### src/rtl/demux_pkg.sv
// demux_pkg: shared definitions for the demux_1xn_stream block.
//   DEF_WIDTH / DEF_N / DEF_CNTW : default parameter values
//   sel_in_range(sel, n)         : true when a select addresses an existing channel
//   CNT_SAT(w)                   : all-ones saturation value of a w-bit counter
package demux_pkg;

  localparam int unsigned DEF_WIDTH = 8;
  localparam int unsigned DEF_N     = 8;
  localparam int unsigned DEF_CNTW  = 16;

  function automatic logic sel_in_range(input int unsigned sel, input int unsigned n);
    return sel < n;
  endfunction

  function automatic logic [63:0] CNT_SAT(input int unsigned w);
    if (w >= 64) return '1;
    return (64'd1 << w) - 64'd1;
  endfunction

endpackage

### src/rtl/demux_1xn_stream_if.sv
// demux_1xn_stream_if: stream bundle between one producer, the demux and N consumers.
//   in_data/in_sel/in_valid -> demux, in_ready <- demux
//   out_data/out_valid <- demux (channel i at [i*WIDTH +: WIDTH]), out_ready -> demux
// Modports: master = producer/consumer side, slave = demux side.
interface demux_1xn_stream_if
  import demux_pkg::*;
#(
  parameter int unsigned WIDTH = DEF_WIDTH,
  parameter int unsigned N     = DEF_N,
  parameter int unsigned SELW  = $clog2(N)
) ();

  logic [WIDTH-1:0]   in_data;
  logic [SELW-1:0]    in_sel;
  logic               in_valid;
  logic               in_ready;
  logic [N*WIDTH-1:0] out_data;
  logic [N-1:0]       out_valid;
  logic [N-1:0]       out_ready;

  modport master (
    output in_data, in_sel, in_valid, out_ready,
    input  in_ready, out_data, out_valid
  );

  modport slave (
    input  in_data, in_sel, in_valid, out_ready,
    output in_ready, out_data, out_valid
  );

endinterface

### src/rtl/demux_slot.sv
// demux_slot: one-entry holding register for a single output channel.
//   clk, rst_n : clock, async active-low reset
//   i_load     : write i_data this cycle (wins over a drain)
//   i_data     : word to store
//   i_ready    : consumer accepts the held word
//   o_valid    : slot holds a word
//   o_data     : held word (keeps last value when empty)
module demux_slot #(
  parameter int unsigned WIDTH = 8
) (
  input  logic             clk,
  input  logic             rst_n,
  input  logic             i_load,
  input  logic [WIDTH-1:0] i_data,
  input  logic             i_ready,
  output logic             o_valid,
  output logic [WIDTH-1:0] o_data
);

  logic             r_valid;
  logic [WIDTH-1:0] r_data;

  always_ff @(posedge clk or negedge rst_n) begin
    if (!rst_n) begin
      r_valid <= 1'b0;
      r_data  <= '0;
    end else if (i_load) begin
      r_valid <= 1'b1;
      r_data  <= i_data;
    end else if (r_valid && i_ready) begin
      r_valid <= 1'b0;
    end
  end

  assign o_valid = r_valid;
  assign o_data  = r_data;

endmodule

### src/rtl/demux_1xn_stream.sv
// demux_1xn_stream: registered 1-to-N stream demultiplexer with per-channel
// one-entry slots, out-of-range select detection and a saturating drop counter.
//   clk, rst_n : clock (rising edge), async active-low reset
//   bus        : stream bundle (slave side), see demux_1xn_stream_if
//   in_bcast   : (only with DEMUX_BROADCAST_EN) load every slot, ignore in_sel
//   sel_err    : one-cycle pulse after an out-of-range word was dropped
//   drop_cnt   : saturating count of dropped words
// Optional feature macro: DEMUX_BROADCAST_EN.
module demux_1xn_stream
  import demux_pkg::*;
#(
  parameter int unsigned WIDTH = DEF_WIDTH,
  parameter int unsigned N     = DEF_N,
  parameter int unsigned SELW  = $clog2(N),
  parameter int unsigned CNTW  = DEF_CNTW
) (
  input  logic            clk,
  input  logic            rst_n,
  demux_1xn_stream_if.slave bus,
`ifdef DEMUX_BROADCAST_EN
  input  logic            in_bcast,
`endif
  output logic            sel_err,
  output logic [CNTW-1:0] drop_cnt
);

  localparam logic [CNTW-1:0] LP_CNT_SAT = CNTW'(CNT_SAT(CNTW));

  logic [N-1:0]       w_sel_hit;
  logic [N-1:0]       w_slot_free;
  logic [N-1:0]       w_load;
  logic [N-1:0]       w_valid;
  logic [N*WIDTH-1:0] w_data;
  logic               w_in_range;
  logic               w_bcast;
  logic               w_in_ready;
  logic               w_xfer;
  logic               w_drop;

  logic               r_sel_err;
  logic [CNTW-1:0]    r_drop_cnt;

`ifdef DEMUX_BROADCAST_EN
  assign w_bcast = in_bcast;
`else
  assign w_bcast = 1'b0;
`endif

  // One-hot decode; an out-of-range select decodes to all zeros.
  always_comb begin
    w_sel_hit = '0;
    for (int unsigned i = 0; i < N; i++) begin
      w_sel_hit[i] = (bus.in_sel == SELW'(i));
    end
  end

  assign w_in_range  = sel_in_range(32'(bus.in_sel), N);
  // A slot can take a word if it is empty or drains on this same edge.
  assign w_slot_free = ~w_valid | bus.out_ready;

  always_comb begin
    if (w_bcast)          w_in_ready = &w_slot_free;
    else if (!w_in_range) w_in_ready = 1'b1;
    else                  w_in_ready = |(w_sel_hit & w_slot_free);
  end

  assign w_xfer = bus.in_valid && w_in_ready;
  assign w_load = w_xfer ? (w_bcast ? '1 : w_sel_hit) : '0;
  assign w_drop = w_xfer && !w_bcast && !w_in_range;

  for (genvar g = 0; g < N; g++) begin : g_slot
    demux_slot #(
      .WIDTH(WIDTH)
    ) u_slot (
      .clk    (clk),
      .rst_n  (rst_n),
      .i_load (w_load[g]),
      .i_data (bus.in_data),
      .i_ready(bus.out_ready[g]),
      .o_valid(w_valid[g]),
      .o_data (w_data[g*WIDTH +: WIDTH])
    );
  end

  always_ff @(posedge clk or negedge rst_n) begin
    if (!rst_n) begin
      r_sel_err  <= 1'b0;
      r_drop_cnt <= '0;
    end else begin
      r_sel_err <= w_drop;
      if (w_drop && (r_drop_cnt != LP_CNT_SAT)) r_drop_cnt <= r_drop_cnt + 1'b1;
    end
  end

  assign bus.in_ready  = w_in_ready;
  assign bus.out_valid = w_valid;
  assign bus.out_data  = w_data;
  assign sel_err       = r_sel_err;
  assign drop_cnt      = r_drop_cnt;

endmodule
### src/flat_wrapper.sv
// flat-port wrapper written by rule: the top's interface ports become plain ports
module demux_1xn_stream_flat import demux_pkg::*;
#(
  parameter int unsigned WIDTH = DEF_WIDTH,
  parameter int unsigned N     = DEF_N,
  parameter int unsigned SELW  = $clog2(N),
  parameter int unsigned CNTW  = DEF_CNTW
)
  (clk, rst_n, sel_err, drop_cnt, bus_in_data, bus_in_sel, bus_in_valid, bus_out_ready, bus_in_ready, bus_out_data, bus_out_valid);
  demux_1xn_stream_if #(.WIDTH(WIDTH), .N(N), .SELW(SELW)) bus_i ();
  input  logic clk;
  input  logic rst_n;
  output logic sel_err;
  output logic [CNTW-1:0] drop_cnt;
  input wire logic [$bits(bus_i.in_data)-1:0] bus_in_data;
  input wire logic [$bits(bus_i.in_sel)-1:0] bus_in_sel;
  input wire logic [$bits(bus_i.in_valid)-1:0] bus_in_valid;
  input wire logic [$bits(bus_i.out_ready)-1:0] bus_out_ready;
  output wire logic [$bits(bus_i.in_ready)-1:0] bus_in_ready;
  output wire logic [$bits(bus_i.out_data)-1:0] bus_out_data;
  output wire logic [$bits(bus_i.out_valid)-1:0] bus_out_valid;
  assign bus_i.in_data = bus_in_data;
  assign bus_i.in_sel = bus_in_sel;
  assign bus_i.in_valid = bus_in_valid;
  assign bus_i.out_ready = bus_out_ready;
  assign bus_in_ready = bus_i.in_ready;
  assign bus_out_data = bus_i.out_data;
  assign bus_out_valid = bus_i.out_valid;
  demux_1xn_stream #(.WIDTH(WIDTH), .N(N), .SELW(SELW), .CNTW(CNTW)) u_core (.clk(clk), .rst_n(rst_n), .bus(bus_i), .sel_err(sel_err), .drop_cnt(drop_cnt));
endmodule
### config.mk
export PLATFORM = sky130hd
export DESIGN_NAME = demux_1xn_stream_flat
export DESIGN_NICKNAME = d
export VERILOG_FILES = /design/src/rtl/demux_pkg.sv /design/src/rtl/demux_1xn_stream_if.sv /design/src/rtl/demux_slot.sv /design/src/rtl/demux_1xn_stream.sv /design/src/flat_wrapper.sv
export SDC_FILE = /design/constraint.sdc
export NUM_CORES = 1
export LEC_CHECK = 0
export ABC_AREA = 0
export CAP_MARGIN = 20
export CORE_ASPECT_RATIO = 1.75
export CORE_MARGIN = 5
export CORE_UTILIZATION = 40
export CTS_BUF_LIST = sky130_fd_sc_hd__clkbuf_4 sky130_fd_sc_hd__clkbuf_8 sky130_fd_sc_hd__clkbuf_16
export CTS_CLUSTER_SIZE = 30
export DETAILED_ROUTE_END_ITERATION = 6
export HOLD_SLACK_MARGIN = 0.03
export PLACE_DENSITY = 0.76
export SLEW_MARGIN = 10
export SYNTH_ARGS = -nofsm -noshare
export SYNTH_HDL_FRONTEND = slang
export SYNTH_SLANG_ARGS = --single-unit
### constraint.sdc
create_clock -name clk -period 2.3 [get_ports clk]
set_input_delay 0.69 -clock clk [delete_from_list [all_inputs] [get_ports clk]]
set_output_delay 0.69 -clock clk [all_outputs]
set_load 0.02 [all_outputs]
# After elaboration in Yosys (flattened, before gate mapping)
# Index checks and enable logic that the tools add are counted.
[op_classes]
muxes = 17
eq_ne = 7
bitwise_logic = 3
n_reduce_logical = 19
[op_table]
columns = ["op", "n"]
rows = [
  ["$mux W1", 16],
  ["$reduce_bool A2 Y1", 8],
  ["$eq A3 B3 Y1 const B", 4],
  ["$logic_and A1 B1 Y1", 9],
  ["$and A8 B8 Y8", 1],
  ["$mux W8", 1],
  ["$not A8 Y8", 1],
  ["$or A8 B8 Y8", 1],
  ["$reduce_or A8 Y1", 1],
  ["$eq A3 B2 Y1 const B", 2],
  ["$eq A3 B1 Y1 const B", 1],
  ["$logic_not A3 Y1", 1],
]
[totals]
in_bits = 22
register_bits = 72
word_cells = 62

# Logic depth before layout (Yosys ltp)
# Gate-level depths: netlist of run 1.
[depth]
ltp_word = 7
depth_mapped = 5

# Modules after synthesis
# From an unflattened synthesis of run 1, not the netlist that was laid out.
[unflattened]
hier_cells = 207
hier_area_um2 = 3295.7
[by_module_without_submodules]
columns = ["module", "seq_area_each_um2", "instances", "cells_each", "area_per_inst_um2"]
rows = [
  ["demux_slot", 225.2, 8, 20, 369.1],
  ["demux_1xn_stream", 0.0, 1, 47, 342.8],
]

# Worst setup path before layout of run 1
# No wires, ideal clock.
[synth_timing]
kind = "input-to-output"
from = "input bus_in_sel[1]"
to = "output bus_in_ready"
t_required_ns = 1.610
t_arrival_ns = 1.682
n_path_buf = 1
path_stages = 3
slack_ns = -0.072
cell_sequence = "buf_2 mux4_2 mux2_2"
[synth_between]
elab_chain_cells = 3
[synth_rtl]
columns = ["element", "line_no", "text"]
rows = [
  ["from (decl)", "flat_wrapper.sv:16", "input wire logic [$bits(bus_i.in_sel)-1:0] bus_in_sel;"],
  ["$eq A3 B1 Y1 (tied with other cells)", "demux_1xn_stream.sv:53", "w_sel_hit[i] = (bus.in_sel == SELW'(i));"],
  ["$and A8 B8 Y8 (*)", "demux_1xn_stream.sv:64", "else w_in_ready = |(w_sel_hit & w_slot_free);"],
  ["$reduce_or A8 Y1 (*)", "demux_1xn_stream.sv:64", ""],
  ["to (decl)", "flat_wrapper.sv:19", "output wire logic [$bits(bus_i.in_ready)-1:0] bus_in_ready;"],
]
# Every way passes the cells marked *; elsewhere a longest branch is shown, timed or not.

# Worst setup path in the final report of run 1
[layout_timing]
from = "input bus_out_ready[5]"
to = "output bus_in_ready"
[layout_between]
elab_chain_cells = 3
[layout_rtl]
columns = ["element", "line_no", "text"]
rows = [
  ["from (decl)", "flat_wrapper.sv:18", "input wire logic [$bits(bus_i.out_ready)-1:0] bus_out_ready;"],
  ["$or A8 B8 Y8", "demux_1xn_stream.sv:59", "assign w_slot_free = ~w_valid | bus.out_ready;"],
  ["$and A8 B8 Y8", "demux_1xn_stream.sv:64", ""],
  ["$reduce_or A8 Y1", "demux_1xn_stream.sv:64", ""],
]
# No other way between the ends.

==> results of run 1 <==
synth_stat cells (2+ instances only):
| cell | n |
|---|---|
| o21ai_0 | 5 |
| nand2_1 | 4 |
| buf_4 | 25 |
| dfrtp_1 | 72 |
| buf_2 | 3 |
| mux2_2 | 63 |
| nand4b_2 | 2 |
| nand2b_1 | 11 |
| nor3b_4 | 3 |
| mux2_1 | 2 |
| mux4_2 | 2 |
cells by family (layout without fill, tap and decap cells):
kind of cell    count (synthesis)  after routing
simple gates                   27             27
compound gates                  6              6
other cells                     1             17
mux                            67             67
flops                          72             72
buf+inv                        28            148
per-stage QoR:
stage	instances	hold slack (ps)
final	425	336
after global routing	425	373
after CTS	423	345
after detailed placement	402	485
after global placement	402	472
after floorplan	217	394
final timing paths:
check | startpoint | endpoint | slack [ps]
worst max register to register | u_core.g_slot[6].u_slot.o_valid$_DFFE_PN0P_ | u_core.g_slot[6].u_slot.o_data[6]$_DFFE_PN0P_ | 690
worst max-delay path | bus_out_ready[5] | bus_in_ready | -170
min in group clk | u_core.g_slot[3].u_slot.o_data[5]$_DFFE_PN0P_ | u_core.g_slot[3].u_slot.o_data[5]$_DFFE_PN0P_ | 490
max in group asynchronous | rst_n | u_core.g_slot[6].u_slot.o_data[4]$_DFFE_PN0P_ | 1390
worst min-delay path | rst_n | u_core.g_slot[3].u_slot.o_data[3]$_DFFE_PN0P_ | 340
worst min register to register | u_core.g_slot[3].u_slot.o_data[5]$_DFFE_PN0P_ | u_core.g_slot[3].u_slot.o_data[5]$_DFFE_PN0P_ | 490
worst max-delay path, delay by kind of cell:
kind | cells | cell delay (ps)
mux | 2 | 750
simple gates | 1 | 130
buf+inv | 2 | 220
flip-flops by register name (all words and copies together) (netlist names):
name	flops
u_core.g_slot.u_slot.o_valid	8
u_core.g_slot.u_slot.o_data	64
layer usage:
| metal | global-route usage | vias to the layer above | wire length [um] |
|---|---|---|---|
| met5 | 0 | - | 0 |
| met4 | 0.0933 | 0 | 176 |
| met3 | 0.0489 | 9 | 407 |
| met2 | 0.296 | 73 | 4180 |
| met1 | 0.176 | 1045 | 2800 |
| li1 | - | 930 | - |
cell usage in the layout, fill, tap and decap left out, drive strengths merged:
| cell type | n |
|---|---|
| clkinv | 1 |
| mux2 | 65 |
| nand4 | 1 |
| nand3 | 1 |
| o31ai | 1 |
| mux4 | 2 |
| bufinv | 1 |
| nor2b | 1 |
| nand2b | 11 |
| clkinvlp | 3 |
| nor3b | 3 |
| o21ai | 5 |
| conb | 17 |
| and2b | 1 |
| clkdlybuf4s50 | 82 |
| clkbuf | 11 |
| nor2 | 1 |
| nand2 | 5 |
| buf | 50 |
| dfrtp | 72 |
| nand4b | 3 |
power by group:
part	total [W]	switching, W	leakage (nW)	internal [W]
combinational	0.00134	0.000631	1.04	0.000706
sequential	0.00167	0.000139	0.876	0.00153
clock	0.00137	0.000512	0.139	0.000860
repair_timing:
| action | 4_1_cts | 5_1_grt |
|---|---|---|
| buffers inserted | 5 | 2 |
| endpoints found under the setup margin | 1 | 1 |
| gates resized for setup | 50 | 1 |
cell type report:
| type | count | area, um^2 | share of cell area |
|---|---|---|---|
| repair buffers | 132 | 1230 | 0.267 |
| clock inverters | 5 | 57.6 | 0.0125 |
| clock buffers | 11 | 240 | 0.0522 |
| multi-input cells | 117 | 1160 | 0.253 |
| well taps | 88 | 110 | 0.0239 |
| flip-flops and latches | 72 | 1800 | 0.391 |
==> report_table.html, run 1 <==
<table>
<tr><th>Metric</th><th>Value</th></tr>
<tr><th colspan="2">Placement</th></tr>
<tr><td>Post-placement setup slack</td><td>-964 ps</td></tr>
<tr><td>Final weighted congestion in routability-driven placement</td><td>0.793</td></tr>
<tr><td>Post-detailed-placement cell area</td><td>4210 um^2</td></tr>
<tr><td>Count of input and output buffers</td><td>94</td></tr>
<tr><td>Detail Placement HPWL</td><td>5730 um</td></tr>
<tr><th colspan="2">STA</th></tr>
<tr><td>Final hold violation count</td><td>0</td></tr>
<tr><td>Worst setup skew after layout</td><td>6.85 ps</td></tr>
<tr><td>Number of pins exceeding their max-slew limit in the final report</td><td>0</td></tr>
<tr><td>Final period demand of the worst path</td><td>2470 ps</td></tr>
<tr><td>Setup Viol. Count Final</td><td>1</td></tr>
<tr><td>RSZ-0062 raised after global routing</td><td>yes</td></tr>
<tr><td>Share of the cycle needed by the critical path after routing</td><td>1.08</td></tr>
<tr><td>Minimum setup slack in the final design</td><td>-174 ps</td></tr>
<tr><td>Slew margin rel.</td><td>0.644</td></tr>
<tr><td>FMAX</td><td>404 MHz</td></tr>
<tr><td>Worst-margin pin slew</td><td>533 ps</td></tr>
<tr><td>Setup TNS after final layout</td><td>-174 ps</td></tr>
<tr><th colspan="2">Final layout</th></tr>
<tr><td>Share of final-layout standard cells stronger than drive strength 1</td><td>0.436</td></tr>
<tr><td>Fill cell count</td><td>599</td></tr>
<tr><td>Diodes inserted</td><td>0</td></tr>
<tr><td>Final design area excluding fillers</td><td>4600 um^2</td></tr>
<tr><td>Area overhead of the layout relative to synthesis</td><td>51.3%</td></tr>
<tr><td>Final core occ</td><td>0.613</td></tr>
<tr><td>Nets@finish</td><td>354</td></tr>
<tr><th colspan="2">Floorplanning</th></tr>
<tr><td>Die X-Extent</td><td>75.9 um</td></tr>
<tr><td>Starting density of the core</td><td>0.405</td></tr>
<tr><td>Vertical die dimension</td><td>125 um</td></tr>
<tr><td>Die Area</td><td>9520 um^2</td></tr>
<tr><td>Count of boundary I/O pins</td><td>112</td></tr>
<tr><td>Floorplan row count</td><td>42</td></tr>
<tr><td>Core area</td><td>7510 um^2</td></tr>
<tr><th colspan="2">Clock network</th></tr>
<tr><td>Buffer levels on the longest clock path</td><td>2</td></tr>
<tr><td>Depth of the CTS H-tree</td><td>3</td></tr>
<tr><td>Number of clock buffers inserted by TritonCTS</td><td>9</td></tr>
<tr><td>Root Driver</td><td>clkbuf_16</td></tr>
<tr><td>Clock tree from TritonCTS</td><td>built</td></tr>
<tr><td>Hold-fix buffers, CTS</td><td>0</td></tr>
<tr><td>Register clock-pin slew on the reported worst setup and hold paths</td><td>60 ps</td></tr>
<tr><td>CTS Sinks</td><td>72</td></tr>
<tr><td>Clock latency on the worst-skew pair</td><td>330 ps</td></tr>
<tr><th colspan="2">Pwr</th></tr>
<tr><td>Peak supply drop</td><td>579 uV</td></tr>
<tr><td>Power Total</td><td>0.00438 W</td></tr>
<tr><td>Power per cell area</td><td>951 nW/um^2</td></tr>
<tr><td>Leakage</td><td>2.05 nW</td></tr>
<tr><th colspan="2">Route</th></tr>
<tr><td>Number of detailed-routing iterations run before antenna repair</td><td>4</td></tr>
<tr><td>Via Count</td><td>2057</td></tr>
<tr><td>Final WL</td><td>7560 um</td></tr>
<tr><td>DRC Markers</td><td>0</td></tr>
<tr><td>Average wire per cell in the routed design</td><td>17.8 um</td></tr>
<tr><td>Count of antenna-violating nets left after detailed routing</td><td>0</td></tr>
<tr><td>Via density</td><td>4.84</td></tr>
<tr><td>Violation count after the first detailed-routing iteration</td><td>72</td></tr>
<tr><th colspan="2">Synth</th></tr>
<tr><td>Top_reg_cell synth</td><td>dfrtp_1</td></tr>
<tr><td>Synth Area in Simple Gates</td><td>0.0740</td></tr>
<tr><td>Number of synthesized register bits</td><td>72</td></tr>
<tr><td>Number of distinct library cells after synthesis</td><td>20</td></tr>
<tr><td>Fraction of synthesized area in multiplexers</td><td>0.255</td></tr>
<tr><td>Share of the synthesized area in the top cell type</td><td>0.592</td></tr>
<tr><td>Cell accounting for the most synthesized area</td><td>dfrtp_1</td></tr>
<tr><td>Fraction of the yosys area taken by sequential cells</td><td>0.592</td></tr>
<tr><td>Arithmetic-cell share of the synthesized area counting full adders, half adders and majority gates</td><td>0</td></tr>
<tr><td>Count of flip-flops with a built-in enable after synthesis</td><td>0</td></tr>
<tr><td>Asr flop ratio synth</td><td>1.00</td></tr>
<tr><td>Netlist Area Pre-Place</td><td>3040 um^2</td></tr>
<tr><td>Compound-cell area share of the yosys netlist</td><td>0.0107</td></tr>
<tr><td>Post-synthesis xor/xnor area fraction</td><td>0</td></tr>
<tr><td>Syn avg cell area</td><td>15.1 um^2</td></tr>
<tr><td>Gate Count Post-Synth</td><td>201</td></tr>
<tr><td>Count of warnings emitted by yosys</td><td>0</td></tr>
<tr><td>Main area contributors after synthesis</td><td>dfrtp_1 (59%), mux2_2 (23%), buf_4 (6.2%)</td></tr>
<tr><td>Largest family of logic cells by synthesized area</td><td>multiplexers</td></tr>
<tr><th colspan="2">Critical path</th></tr>
<tr><td>Cells along the critical path</td><td>buf_6 -&gt; nand2b_4 -&gt; mux4_2 -&gt; mux2_4 -&gt; buf_6</td></tr>
<tr><td>Reg2reg path depth</td><td>7</td></tr>
<tr><td>Largest fanout on the critical path</td><td>2</td></tr>
<tr><td>Critical Path End Type</td><td>output port</td></tr>
<tr><td>Kind of start point of the critical path</td><td>input pin</td></tr>
<tr><td>CP most frequent cell</td><td>buf_6</td></tr>
<tr><td>Critical Setup Path Class</td><td>in2out</td></tr>
<tr><td>Crit path max-delay cell type</td><td>mux4_2</td></tr>
<tr><td>Maximum single-stage delay on the critical path</td><td>470 ps</td></tr>
<tr><td>Data required time of the critical path</td><td>1610 ps</td></tr>
<tr><td>Critical path arrival</td><td>1780 ps</td></tr>
<tr><th colspan="2">Run status</th></tr>
<tr><td>Failing checks</td><td>setup timing</td></tr>
<tr><td>Run status</td><td>finished, violations left</td></tr>
<tr><th colspan="2">GRT</th></tr>
<tr><td>Total congestion overflow after global routing</td><td>0</td></tr>
<tr><td>Gr usage total</td><td>0.168</td></tr>
<tr><td>Pin count of the biggest net entering global routing</td><td>41</td></tr>
<tr><td>Vias in the first global route</td><td>2342</td></tr>
<tr><td>Wire length of the first global-routing pass</td><td>12300 um</td></tr>
<tr><td>Antenna violations before repair</td><td>0</td></tr>
<tr><th colspan="2">Min path</th></tr>
<tr><td>Type of the tightest min-delay check</td><td>in2async</td></tr>
<tr><th colspan="2">Run</th></tr>
<tr><td># Max-Cap Violations</td><td>0</td></tr>
</table>
(Power assumes the default switching activity.)
==> run 2, diff against run 1 <==
CORE_ASPECT_RATIO = default   (was 1.75)
REMOVE_ABC_BUFFERS = 1   (was default)
==> run 2 against run 1 <==
- the flow still finishes with violations (setup timing)
- cell area decreased by 0.95%
- register-to-register slack improved by 70 ps
- setup slack better by 1.6 ps
- clock power shrank 26%
- global-route usage shrank 0.89 points
- largest cell class unchanged
- worst hold slack got worse by 23 ps
- sequential power hardly changed
- combinational power about the same
- cell count rose by 2.8%
- total power shrank 8.6%
- largest power group unchanged
- sequential share of layout area rose by 0.38 points
==> report_table.html, run 2 (synthesis gave the netlist of run 1 again) <==
<table>
<tr><th>Metric</th><th>Value</th></tr>
<tr><th colspan="2">STA</th></tr>
<tr><td>RSZ-0062 raised after global routing</td><td>yes</td></tr>
<tr><td>Share of the cycle needed by the critical path after routing</td><td>1.07 (about the same)</td></tr>
<tr><td>Final hold violation count</td><td>0 (unchanged)</td></tr>
<tr><td>Setup Viol. Count Final</td><td>1 (unchanged)</td></tr>
<tr><td>Worst setup skew after layout</td><td>7.26 ps (+0.408 ps)</td></tr>
<tr><td>Minimum setup slack in the final design</td><td>-172 ps (+1.61 ps)</td></tr>
<tr><td>Final period demand of the worst path</td><td>2470 ps (-1.61 ps)</td></tr>
<tr><td>Number of pins exceeding their max-slew limit in the final report</td><td>0 (unchanged)</td></tr>
<tr><td>FMAX</td><td>404 MHz (about the same)</td></tr>
<tr><th colspan="2">Pwr</th></tr>
<tr><td>Power per cell area</td><td>878 nW/um^2 (-7.7%)</td></tr>
<tr><td>Switch Pwr</td><td>0.00123 W (-4.2%)</td></tr>
<tr><td>Peak supply drop</td><td>377 uV (-35%)</td></tr>
<tr><td>Part of the power in the clock network</td><td>0.251 (-0.062)</td></tr>
<tr><td>Leakage</td><td>2.03 nW (-1.1%)</td></tr>
<tr><td>Sequential fraction of design power</td><td>0.416 (+0.035)</td></tr>
<tr><td>Sw Share</td><td>0.307 (+0.0139)</td></tr>
<tr><td>Power share of the combinational group</td><td>0.332 (+0.026)</td></tr>
<tr><td>Internal power</td><td>0.00278 W (-10%)</td></tr>
<tr><th colspan="2">Placement</th></tr>
<tr><td>Cell count after placement</td><td>414 (+3.0%)</td></tr>
<tr><td>Count of input and output buffers</td><td>94 (unchanged)</td></tr>
<tr><td>Final weighted congestion in routability-driven placement</td><td>0.791 (-0.24%)</td></tr>
<tr><td>Detail Placement HPWL</td><td>5400 um (-5.7%)</td></tr>
<tr><th colspan="2">Critical path</th></tr>
<tr><td>Startpoint of the lowest-slack register-to-register path</td><td>u_core.g_slot[5].u_slot.o_valid$_DFFE_PN0P_</td></tr>
<tr><td>Data required time of the critical path</td><td>1610 ps (about the same)</td></tr>
<tr><td>Critical path arrival</td><td>1780 ps (about the same)</td></tr>
<tr><td>Crit path max-delay cell type</td><td>mux4_2</td></tr>
<tr><td>Critical Path End Type</td><td>output port</td></tr>
<tr><td>Flop-to-flop setup slack</td><td>760 ps (+70 ps)</td></tr>
<tr><td>Largest fanout on the critical path</td><td>2 (unchanged)</td></tr>
<tr><td>Cells along the critical path</td><td>buf_6 -&gt; nand2b_4 -&gt; mux4_2 -&gt; mux2_4 -&gt; buf_6</td></tr>
<tr><td>Critical R2R Capture</td><td>u_core.g_slot[5].u_slot.o_data[1]$_DFFE_PN0P_</td></tr>
<tr><td>CP most frequent cell</td><td>buf_6</td></tr>
<tr><td>Critical Setup Path Class</td><td>in2out</td></tr>
<tr><td>Maximum single-stage delay on the critical path</td><td>460 ps (about the same)</td></tr>
<tr><td>Reg2reg path depth</td><td>6 (-1)</td></tr>
<tr><td>Kind of start point of the critical path</td><td>input pin</td></tr>
<tr><th colspan="2">Min path</th></tr>
<tr><td>Type of the tightest min-delay check</td><td>in2async</td></tr>
<tr><th colspan="2">Clock network</th></tr>
<tr><td>Number of clock buffers inserted by TritonCTS</td><td>9 (unchanged)</td></tr>
<tr><td>Depth of the CTS H-tree</td><td>3 (unchanged)</td></tr>
<tr><td>CTS Sinks</td><td>72 (unchanged)</td></tr>
<tr><td>Register clock-pin slew on the reported worst setup and hold paths</td><td>70 ps (about the same)</td></tr>
<tr><td>Clock latency on the worst-skew pair</td><td>330 ps (about the same)</td></tr>
<tr><td>Clock tree from TritonCTS</td><td>built</td></tr>
<tr><td>Buffer levels on the longest clock path</td><td>2 (unchanged)</td></tr>
<tr><td>Root Driver</td><td>clkbuf_8</td></tr>
<tr><th colspan="2">Route</th></tr>
<tr><td>Count of antenna-violating nets left after detailed routing</td><td>0 (unchanged)</td></tr>
<tr><td>Via Count</td><td>2040 (-0.83%)</td></tr>
<tr><td>Number of detailed-routing iterations run before antenna repair</td><td>4 (unchanged)</td></tr>
<tr><td>Final WL</td><td>7260 um (-4.0%)</td></tr>
<tr><td>Violation count after the first detailed-routing iteration</td><td>31 (-57%)</td></tr>
<tr><td>Via density</td><td>4.67 (-3.5%)</td></tr>
<tr><td>Average wire per cell in the routed design</td><td>16.6 um (-6.6%)</td></tr>
<tr><td>DRC Markers</td><td>0 (unchanged)</td></tr>
<tr><th colspan="2">Floorplanning</th></tr>
<tr><td>Die Area</td><td>9450 um^2 (-0.72%)</td></tr>
<tr><td>Die X-Extent</td><td>97.2 um (+28%)</td></tr>
<tr><td>Count of boundary I/O pins</td><td>112 (unchanged)</td></tr>
<tr><td>Starting density of the core</td><td>0.415 (+0.0102)</td></tr>
<tr><td>Core area</td><td>7330 um^2 (-2.4%)</td></tr>
<tr><td>Vertical die dimension</td><td>97.2 um (-22%)</td></tr>
<tr><td>Floorplan row count</td><td>31 (-26%)</td></tr>
<tr><th colspan="2">Run status</th></tr>
<tr><td>Run status</td><td>finished, violations left</td></tr>
<tr><td>Failing checks</td><td>setup timing</td></tr>
<tr><th colspan="2">Final layout</th></tr>
<tr><td>Share of final-layout standard cells stronger than drive strength 1</td><td>0.438 (+0.00167)</td></tr>
<tr><td>Number of flip-flops in the largest register</td><td>64 (unchanged)</td></tr>
<tr><td>Most common cell after layout, fill and taps aside</td><td>clkdlybuf4s50_1</td></tr>
<tr><td>Nets@finish</td><td>355 (+0.28%)</td></tr>
<tr><td>Commonest cells after routing, fill and taps aside</td><td>clkdlybuf4s50_1 (82), dfrtp_1 (72), mux2_2 (62)</td></tr>
<tr><td>Diodes inserted</td><td>0 (unchanged)</td></tr>
<tr><td>Final core occ</td><td>0.622 (+0.00939)</td></tr>
<tr><td>Number of cells in the finished layout apart from fillers</td><td>437 (+2.8%)</td></tr>
<tr><td>Area overhead of the layout relative to synthesis</td><td>49.8%</td></tr>
<tr><th colspan="2">GRT</th></tr>
<tr><td>Total congestion overflow after global routing</td><td>0 (unchanged)</td></tr>
<tr><td>Antenna violations before repair</td><td>0 (unchanged)</td></tr>
<tr><td>Pin count of the biggest net entering global routing</td><td>38 (-7.3%)</td></tr>
<tr><td>Wire length of the first global-routing pass</td><td>11800 um (-4.0%)</td></tr>
<tr><td>Vias in the first global route</td><td>2202 (-6.0%)</td></tr>
<tr><td>Gr usage total</td><td>0.159 (-0.00886)</td></tr>
<tr><th colspan="2">Run</th></tr>
<tr><td># Max-Cap Violations</td><td>0 (unchanged)</td></tr>
</table>
run 2: critical path: cells and delay by family:
kind | cells | cell delay, ps
buf+inv | 2 | 220
simple gates | 1 | 130
mux | 2 | 740
run 2: worst max path at each step:
stage / from / endpoint
2_1_floorplan: bus_out_ready[4] / bus_in_ready
3_3_place_gp: bus_out_ready[7] / bus_in_ready
3_5_place_dp: bus_out_ready[5] / bus_in_ready
4_1_cts: bus_out_ready[7] / bus_in_ready
5_1_grt: bus_out_ready[3] / bus_in_ready
6_report: bus_out_ready[3] / bus_in_ready
run 2: per-layer routing:
layer  share of wire  GRT usage  vias to the layer above
met5               0          0                        -
met4           0.012     0.0511                        0
met3           0.068     0.0560                        7
met2            0.47      0.248                       77
met1            0.45      0.209                     1024
li1                -          -                      932
run 2: layout make-up:
cell class	instances	area (um^2)
fillers	581	2770
flip-flops and latches	72	1800
repair buffers	133	1270
multi-input cells	117	1160
clock buffers	11	145
well taps	99	124
clock inverters	5	56.3
run 2: power by group through the flow:
stage	Clock (W)	Sequential, W	Combinational (W)
after CTS	0.00104	0.00167	0.00135
after floorplan	0	0.00200	0.000285
after global routing	0.00109	0.00170	0.00140
after detailed placement	0	0.00169	0.00134
after global placement	0	0.00168	0.00132
final	0.00101	0.00167	0.00133
run 2: metrics by stage:
step	cell area, um^2	TNS [ps]	setup slack, ps	total power [W]	hold WS, ps
after floorplan	2900	-8.11	-8.11	0.00229	394
after global placement	4270	-7230	-909	0.00300	471
after detailed placement	4270	-7900	-917	0.00303	494
after CTS	4550	-163	-163	0.00405	321
after global routing	4560	-181	-181	0.00420	329
final	4560	-172	-172	0.00400	313
run 2: timing repair:
action                                  CTS  global route
hold buffers                              0             0
gates resized for setup                  50             1
setup buffers                             6             1
endpoints found under the setup margin    1             1
